==> src/rtl/boctet_pkg.sv <==
// boctet_pkg: shared types and widths for the bOctet controller.
//   state_t : controller FSM states
//   TILE_W / VEC_W / PERF_W : tile counter, vector counter, perf counter widths
//   CRED_W  : credit counter width (covers CREDITS up to 15)
package boctet_pkg;

  localparam int unsigned TILE_W = 8;
  localparam int unsigned VEC_W  = 12;
  localparam int unsigned PERF_W = 32;
  localparam int unsigned CRED_W = 4;

  typedef enum logic [2:0] {
    IDLE,
    WLOAD,
    STREAM,
    DRAIN,
    FIN
  } state_t;

endpackage

==> src/rtl/boctet_credit_cnt.sv <==
// boctet_credit_cnt: downstream result-slot credit counter.
// Ports:
//   clk, rst  : clock, asynchronous active-high reset (reloads CREDITS)
//   take      : one slot consumed this cycle (an issue)
//   give      : one slot returned this cycle (credit_ret)
//   avail_c   : at least one credit held (combinational decode of the counter)
module boctet_credit_cnt
  import boctet_pkg::*;
#(
  parameter int unsigned CREDITS = 4
) (
  input  logic clk,
  input  logic rst,
  input  logic take,
  input  logic give,
  output logic avail_c
);

  localparam logic [CRED_W-1:0] MAX_CRED = CRED_W'(CREDITS);

  logic [CRED_W-1:0] count;

  // Simultaneous take/give cancel; returns beyond MAX_CRED are dropped.
  always_ff @(posedge clk or posedge rst) begin
    if (rst) begin
      count <= MAX_CRED;
    end else if (take && !give) begin
      count <= count - CRED_W'(1);
    end else if (give && !take && (count != MAX_CRED)) begin
      count <= count + CRED_W'(1);
    end
  end

  assign avail_c = (count != '0);

endmodule

==> src/rtl/boctet_ctrl.sv <==
// boctet_ctrl: job sequencer for a bOctet tile engine.
// Loads one weight tile, streams cfg_num_vecs activation/psum pairs through a
// PIPE_LAT-deep result pipeline under credit flow control, drains, and repeats
// for cfg_num_tiles tiles.
// Ports:
//   clk, rst                       : clock, asynchronous active-high reset
//   start, cfg_num_tiles/vecs      : job start pulse and job size (sampled in IDLE)
//   busy, done                     : job active, one-cycle completion pulse
//   w_valid/w_ready                : weight tile handshake
//   a_valid/a_ready, p_valid/p_ready : activation and psum handshakes (joint)
//   weight/activation/psum_update  : bOctet register enables
//   res_valid, res_last            : result strobe and final-result flag
//   credit_ret                     : downstream slot return pulse
//   perf_busy_cyc, perf_stall_cyc  : only when BOCTET_CTRL_PERF_EN is defined
// Handshake and strobe outputs are same-cycle decodes of state and inputs.
module boctet_ctrl
  import boctet_pkg::*;
#(
  parameter int unsigned PIPE_LAT = 2,
  parameter int unsigned CREDITS  = 4
) (
  input  logic              clk,
  input  logic              rst,
  input  logic              start,
  input  logic [TILE_W-1:0] cfg_num_tiles,
  input  logic [VEC_W-1:0]  cfg_num_vecs,
  output logic              busy,
  output logic              done,
  input  logic              w_valid,
  output logic              w_ready,
  input  logic              a_valid,
  input  logic              p_valid,
  output logic              a_ready,
  output logic              p_ready,
  output logic              weight_update,
  output logic              activation_update,
  output logic              psum_update,
  output logic              res_valid,
  output logic              res_last,
  input  logic              credit_ret
`ifdef BOCTET_CTRL_PERF_EN
  ,
  output logic [PERF_W-1:0] perf_busy_cyc,
  output logic [PERF_W-1:0] perf_stall_cyc
`endif
);

  state_t state_q, state_d;

  logic [TILE_W-1:0]   num_tiles_q, tile_cnt_q;
  logic [VEC_W-1:0]    num_vecs_q, vec_cnt_q;
  logic [PIPE_LAT-1:0] vld_sr_q, last_sr_q;

  logic job_start, issue, tile_adv, credit_avail, last_vec, last_tile, sr_empty;

  assign job_start = (state_q == IDLE) && start;
  assign last_vec  = (vec_cnt_q == num_vecs_q - VEC_W'(1));
  assign last_tile = (tile_cnt_q == num_tiles_q - TILE_W'(1));
  assign sr_empty  = (vld_sr_q == '0);

  boctet_credit_cnt #(
    .CREDITS(CREDITS)
  ) u_credit (
    .clk    (clk),
    .rst    (rst),
    .take   (issue),
    .give   (credit_ret),
    .avail_c(credit_avail)
  );

  // State register.
  always_ff @(posedge clk or posedge rst) begin
    if (rst) begin
      state_q <= IDLE;
    end else begin
      state_q <= state_d;
    end
  end

  // Next state and handshake/strobe decode.
  always_comb begin
    state_d           = state_q;
    busy              = (state_q != IDLE);
    done              = 1'b0;
    w_ready           = 1'b0;
    weight_update     = 1'b0;
    a_ready           = 1'b0;
    p_ready           = 1'b0;
    activation_update = 1'b0;
    psum_update       = 1'b0;
    issue             = 1'b0;
    tile_adv          = 1'b0;
    case (state_q)
      IDLE: begin
        if (start) begin
          state_d = ((cfg_num_tiles == '0) || (cfg_num_vecs == '0)) ? FIN : WLOAD;
        end
      end
      WLOAD: begin
        w_ready = 1'b1;
        if (w_valid) begin
          weight_update = 1'b1;
          state_d       = STREAM;
        end
      end
      STREAM: begin
        // Activation and psum are accepted together or not at all.
        if (a_valid && p_valid && credit_avail) begin
          issue             = 1'b1;
          a_ready           = 1'b1;
          p_ready           = 1'b1;
          activation_update = 1'b1;
          psum_update       = 1'b1;
          if (last_vec) begin
            state_d = DRAIN;
          end
        end
      end
      DRAIN: begin
        // Weights may only change once every in-flight result has emerged.
        if (sr_empty) begin
          if (last_tile) begin
            state_d = FIN;
          end else begin
            tile_adv = 1'b1;
            state_d  = WLOAD;
          end
        end
      end
      FIN: begin
        done    = 1'b1;
        state_d = IDLE;
      end
      default: state_d = IDLE;
    endcase
  end

  // Job configuration, tile/vector counters and the result pipeline.
  always_ff @(posedge clk or posedge rst) begin
    if (rst) begin
      num_tiles_q <= '0;
      num_vecs_q  <= '0;
      tile_cnt_q  <= '0;
      vec_cnt_q   <= '0;
      vld_sr_q    <= '0;
      last_sr_q   <= '0;
    end else begin
      if (job_start) begin
        num_tiles_q <= cfg_num_tiles;
        num_vecs_q  <= cfg_num_vecs;
        tile_cnt_q  <= '0;
        vec_cnt_q   <= '0;
      end else begin
        if (issue) begin
          vec_cnt_q <= last_vec ? '0 : vec_cnt_q + VEC_W'(1);
        end
        if (tile_adv) begin
          tile_cnt_q <= tile_cnt_q + TILE_W'(1);
        end
      end
      vld_sr_q  <= (vld_sr_q << 1) | PIPE_LAT'(issue);
      last_sr_q <= (last_sr_q << 1) | PIPE_LAT'(issue && last_vec && last_tile);
    end
  end

  assign res_valid = vld_sr_q[PIPE_LAT-1];
  assign res_last  = vld_sr_q[PIPE_LAT-1] & last_sr_q[PIPE_LAT-1];

`ifdef BOCTET_CTRL_PERF_EN
  // Busy cycles and STREAM cycles without an issue, cleared per job.
  always_ff @(posedge clk or posedge rst) begin
    if (rst) begin
      perf_busy_cyc  <= '0;
      perf_stall_cyc <= '0;
    end else if (job_start) begin
      perf_busy_cyc  <= '0;
      perf_stall_cyc <= '0;
    end else begin
      if (state_q != IDLE) begin
        perf_busy_cyc <= perf_busy_cyc + PERF_W'(1);
      end
      if ((state_q == STREAM) && !issue) begin
        perf_stall_cyc <= perf_stall_cyc + PERF_W'(1);
      end
    end
  end
`endif

endmodule
==> config.mk <==
export PLATFORM = sky130hd
export DESIGN_NAME = boctet_ctrl
export DESIGN_NICKNAME = d
export VERILOG_FILES = /design/src/rtl/boctet_pkg.sv /design/src/rtl/boctet_credit_cnt.sv /design/src/rtl/boctet_ctrl.sv
export SDC_FILE = /design/constraint.sdc
export NUM_CORES = 1
export LEC_CHECK = 0
export CAP_MARGIN = 20
export CORE_ASPECT_RATIO = 1.5
export CORE_UTILIZATION = 30
export DETAILED_ROUTE_END_ITERATION = 7
export PLACE_DENSITY_LB_ADDON = 0.08
export SETUP_SLACK_MARGIN = 0.5
export SYNTH_ARGS = -nofsm -noshare
export SYNTH_HDL_FRONTEND = slang
export SYNTH_SLANG_ARGS = --single-unit
==> constraint.sdc <==
create_clock -name clk -period 8.4 [get_ports clk]
set_clock_uncertainty 0.1 [all_clocks]
set_input_delay 0.84 -clock clk [delete_from_list [all_inputs] [get_ports clk]]
set_output_delay 0.84 -clock clk [all_outputs]
set_load 0.03 [all_outputs]
* After elaboration in Yosys (flattened, before gate mapping)
Cells that the tools add are included.
W data, S select, Z words.
** Word-level totals
- Bits of input ports :: 27
- Output and inout port bits :: 10
- Bits in registers :: 51
- Word-level logic and storage cells :: 74
** Cells by class
- Reductions and logical operators :: 21
- Equality and inequality tests :: 12
- Bitwise gates (word level) :: 3
- Add/subtract/negate cells :: 6
- Multiplexer cells :: 24
** Operators by type and width (number)
- $mux W12 :: 3
- $mux W3 :: 7
- $mux W8 :: 2
- $add A12 B1 Y12 const B :: 1
- $eq A12 B12 Y1 :: 1
- $logic_not A12 Y1 :: 1
- $pmux W3 S4 :: 1
- $sub A12 B1 Y12 const B :: 1
- $ne A2 B2 Y1 const B :: 5
- $mux W1 :: 9
- $add A8 B1 Y8 const B :: 1
- $eq A8 B8 Y1 :: 1
- $logic_and A1 B1 Y1 :: 8
- $logic_not A8 Y1 :: 1
- $mux W4 :: 2
- $sub A8 B1 Y8 const B :: 1
- $eq A3 B2 Y1 const B :: 2
- $reduce_bool A2 Y1 :: 3
- $reduce_and A5 Y1 :: 1
- $add A4 B1 Y4 const B :: 1
- $ne A4 B3 Y1 const B :: 1
- $or A2 B1 Y2 :: 2
- $reduce_bool A4 Y1 :: 1
- $sub A4 B1 Y4 const B :: 1
- 8 further kinds :: 9

* Depth between registers and ports, before layout
- Depth after elaboration :: 9
- Mapped depth :: 13
- Depth with buffers taken out :: 11

* Modules after synthesis
Synthesis repeated with hierarchy kept, for this count alone.
** Unflattened totals
- Cells, all modules :: 378
- Area, all modules :: 3308.2 µm²
** Modules (own cells, without submodules)
- boctet_ctrl :: area an instance 3021.6 µm², instances 1, sequential area each 1176.1 µm², cells each 349
- boctet_credit_cnt :: area an instance 286.5 µm², instances 1, sequential area each 101.3 µm², cells each 29

* Least setup slack after synthesis
OpenSTA, ideal clock, no wires.
- Path type :: input-to-output
- Start point :: input a_valid
- End point :: output activation_update
- Slack :: 5105 ps
- Buffers on the path :: 4
- Arrival :: 2355 ps
- Data required time :: 7460 ps
- Cell stages on the path :: 7
- Cell sequence :: o211ai_1 -> nand2b_1 -> buf_2 -> inv_1 -> clkbuf_1 -> clkbuf_1 -> buf_4
** Between the ends
- Longest elaborated chain between the ends :: 4
** RTL lines
- start: declaration :: line boctet_ctrl.sv:31 : input logic a_valid,
- $logic_and A1 B1 Y1 (2 in a row) :: line boctet_ctrl.sv:108 : if (a_valid && p_valid && credit_avail) begin
- $mux W1 (2 in a row)
- end: declaration :: line boctet_ctrl.sv:36 : output logic activation_update,
Every way passes these cells.

* Worst setup path after layout
- Start point :: input a_valid
- End point :: output activation_update
** Between the ends
- Longest elaborated chain between the ends :: 4
** RTL lines
- $logic_and A1 B1 Y1 (2 in a row) :: line boctet_ctrl.sv:108
- $mux W1 :: line boctet_ctrl.sv:108
- $mux W1 :: line boctet_ctrl.sv:93 : case (state_q)
Every way passes these cells.

==> out/metrics.yaml <==
sta:
  timing.slew.headroom_pct: 54.4
  rsz0062_at_grt: "false"
  finalSetupViolations: 0
  worst_pin_slew_ns: 0.684
  finalMaxSlewViolations: 0
  hold_violations: 0
  hold_slack_ns: 0.254
  tns_ns: 0
  post-route-min-period_ns: 3.97
  max_freq_mhz: 252
  finalCritPeriodShare_pct: 47.3
die:
  dieArea_um2: 11500
  row_count: 46
  die_height_um: 131
  start_util_pct: 31.2
  core_area_um2: 10600
  die_w_um: 87.9
  ioPinCount: 37
detailed_routing:
  drtPass1Iterations: 5
  drt-initial-drc-count: 102
  viasPerCell: 5.14
  wire_per_inst_um: 15.0
  ant_nets: 0
  vias: 2901
  routed_wl_um: 8430
  drc_errors: 0
cells_and_area:
  final_cell_mix: "nand2_1 (69), dfrtp_1 (50), clkdlybuf4s50_1 (36), nor2_1 (23), nand3_1 (19)"
  fin_nets: 453
  antennaDiodeCount: 0
  syn_to_final_growth_pct: 19.0
  final_core_util_pct: 37.1
  drive_gt1_share_pct: 5.24
  final_cells: 564
  final_common_cell: "nand2_1"
synthesis:
  yosysWarnings: 0
  postSynthCellCount: 398
  synth_seq_area_share_pct: 38.4
  synth_area_per_cell_um2: 8.35
  yosys.cell_types.count: 57
  synth_compound_area_share_pct: 13.6
  netlist_area_um2: 3320
  dominantRegCellSynth: "dfrtp_1"
  async_flop_share_pct: 100
  synthAdderAreaFrac_pct: 2.86
  synth_edf_count: 0
  synth-xor-area-share_pct: 7.38
  synth-seq-cells: 51
  synth_top_family_by_area: "simple AND/OR/NAND/NOR gates"
  synthMuxAreaShare_pct: 1.51
  syn-num-nets: 432
  synthSimpleGateAreaFrac_pct: 31.3
clocking:
  cts_made_buffers: 5
  cts_resized: 0
  cts_max_level: 2
  cts_tree: "built"
  clkSinkCount: 51
  hold_buffers: 0
  cts_setup_buffers: 0
  path_clk_slew_ns: 0.07
  clockBufferDepth: 2
  clockRootBuffer: "clkbuf_16"
  insertion_delay_ns: 0.30
worst_hold_path:
  hold_path.class: "reg -> reg"
power:
  power.switching_uw: 485
  vdd_drop_max_uv: 88.9
  pwr-share-comb_pct: 43.4
  p_leak_uw: 0.00167
  p_sw_share_pct: 42.3
  pwr_density_cell_nw_per_um2: 290
  internal-power_uw: 660
  clockPowerShare_pct: 18.9
  p_seq_share_pct: 37.7
  p_total_uw: 1140
grt:
  antenna_found_initial: 0
  track_usage_pct: 16.2
  grt_pass1_vias: 2869
  grt-ovfl-total: 0
  grt_max_degree: 52
  grt_pass1_wl_um: 14400
critical_path:
  start_kind: "primary input"
  end_kind: "output port"
  cp_data_arrival_time_ns: 3.03
  cp.required_ns: 7.46
  critPathMaxFanout: 24
  rrSetupSlack_ns: 5.05
  critical_path_class: "in -> out"
placed_design:
  dp_cells: 555
  port_buffers: 36
  place_hpwl_um: 6160
  gp_congestion: 0.795
run:
  cap_violations: 0
status:
  status: "completed"
## worst max-delay path, stage by stage
cell and delay (ns):
clkdlybuf4s50_1 0.46, o211ai_1 0.11, nand2b_1 0.28, inv_1 0.55
clkdlybuf4s50_1 0.79
## registers in the layout (all words and copies together), names as in the netlist
register        flops
vld_sr_q            2
num_tiles_q         8
tile_cnt_q          8
vec_cnt_q          12
state_q             3
u_credit.count      4
num_vecs_q         12
last_sr_q           2
## cell type report
| class | count | area [um2] |
|---|---|---|
| clock buffers | 6 | 139 |
| clock inverters | 2 | 16.3 |
| fillers | 1121 | 6690 |
| inverters | 14 | 52.6 |
| multi-input cells | 308 | 1890 |
| flip-flops and latches | 51 | 1280 |
| well taps | 144 | 180 |
| repair buffers | 39 | 403 |
## path summary, 6_finish.rpt
path                                    from                 to  cells past startpoint
max reg2reg                u_credit.count[0]  u_credit.count[3]                     11
min in group asynchronous                rst       last_sr_q[0]                      3
max in group asynchronous                rst     num_tiles_q[1]                      3
max                                  a_valid  activation_update                      5
min                             last_sr_q[0]       last_sr_q[1]                      0
min reg2reg                     last_sr_q[0]       last_sr_q[1]                      0
## power by group through the flow
stage	clock, uW	combinational, uW	sequential, uW
floorplan	0	409	381
global placement	0	485	438
detailed placement	0	494	437
CTS	223	496	434
global route	234	564	450
finish	216	497	431
## synthesized netlist by cell type (all sizes together) (2+ instances only)
library cell,n,area [um2]
nand2,69,259
dfrtp,50,1250
nor2,23,86.3
nand3,19,95.1
o21ai,18,90.1
xnor2,18,158
clkbuf,17,63.8
inv,14,52.6
and3,12,75.1
nor3,12,60.1
a21oi,11,55.1
nand4,11,68.8
xor2,10,87.6
or3,9,56.3
or4,9,67.6
buf,8,48.8
nor4,8,50.1
nand2b,7,43.8
ha,6,75.1
a31oi,5,31.3
and2,5,31.3
mux2i,5,50.1
o211ai,5,37.5
o31ai,5,37.5
nor2b,4,25.0
nor3b,4,30.0
o221ai,3,32.5
a21o,2,15.0
and3b,2,18.8
nand3b,2,15.0
o2111a,2,22.5
o2111ai,2,17.5
## kinds of logic after synthesis
family,count (synthesis)
fa+ha+maj,7
flops,51
buf+inv,39
compound gates,66
xor+xnor,28
mux,5
simple gates,202
## per-layer routing
metal	track usage (%)	wire length, um	vias to the layer above	share of wire, %
li1	-	-	1467	-
met1	18.6	3540	1393	42
met2	30.3	4590	29	54
met3	1.95	152	12	1.8
met4	5.69	157	0	1.9
met5	0	0	-	0
## metrics by stage
| step | area [um2] | setup WS, ns |
|---|---|---|
| 2_1_floorplan | 3320 | 5.11 |
| 3_3_place_gp | 3770 | 4.44 |
| 3_5_place_dp | 3770 | 4.41 |
| 4_1_cts | 3930 | 4.39 |
| 5_1_grt | 3950 | 4.22 |
| 6_report | 3950 | 4.43 |
Power figures use the tool's default switching activity.
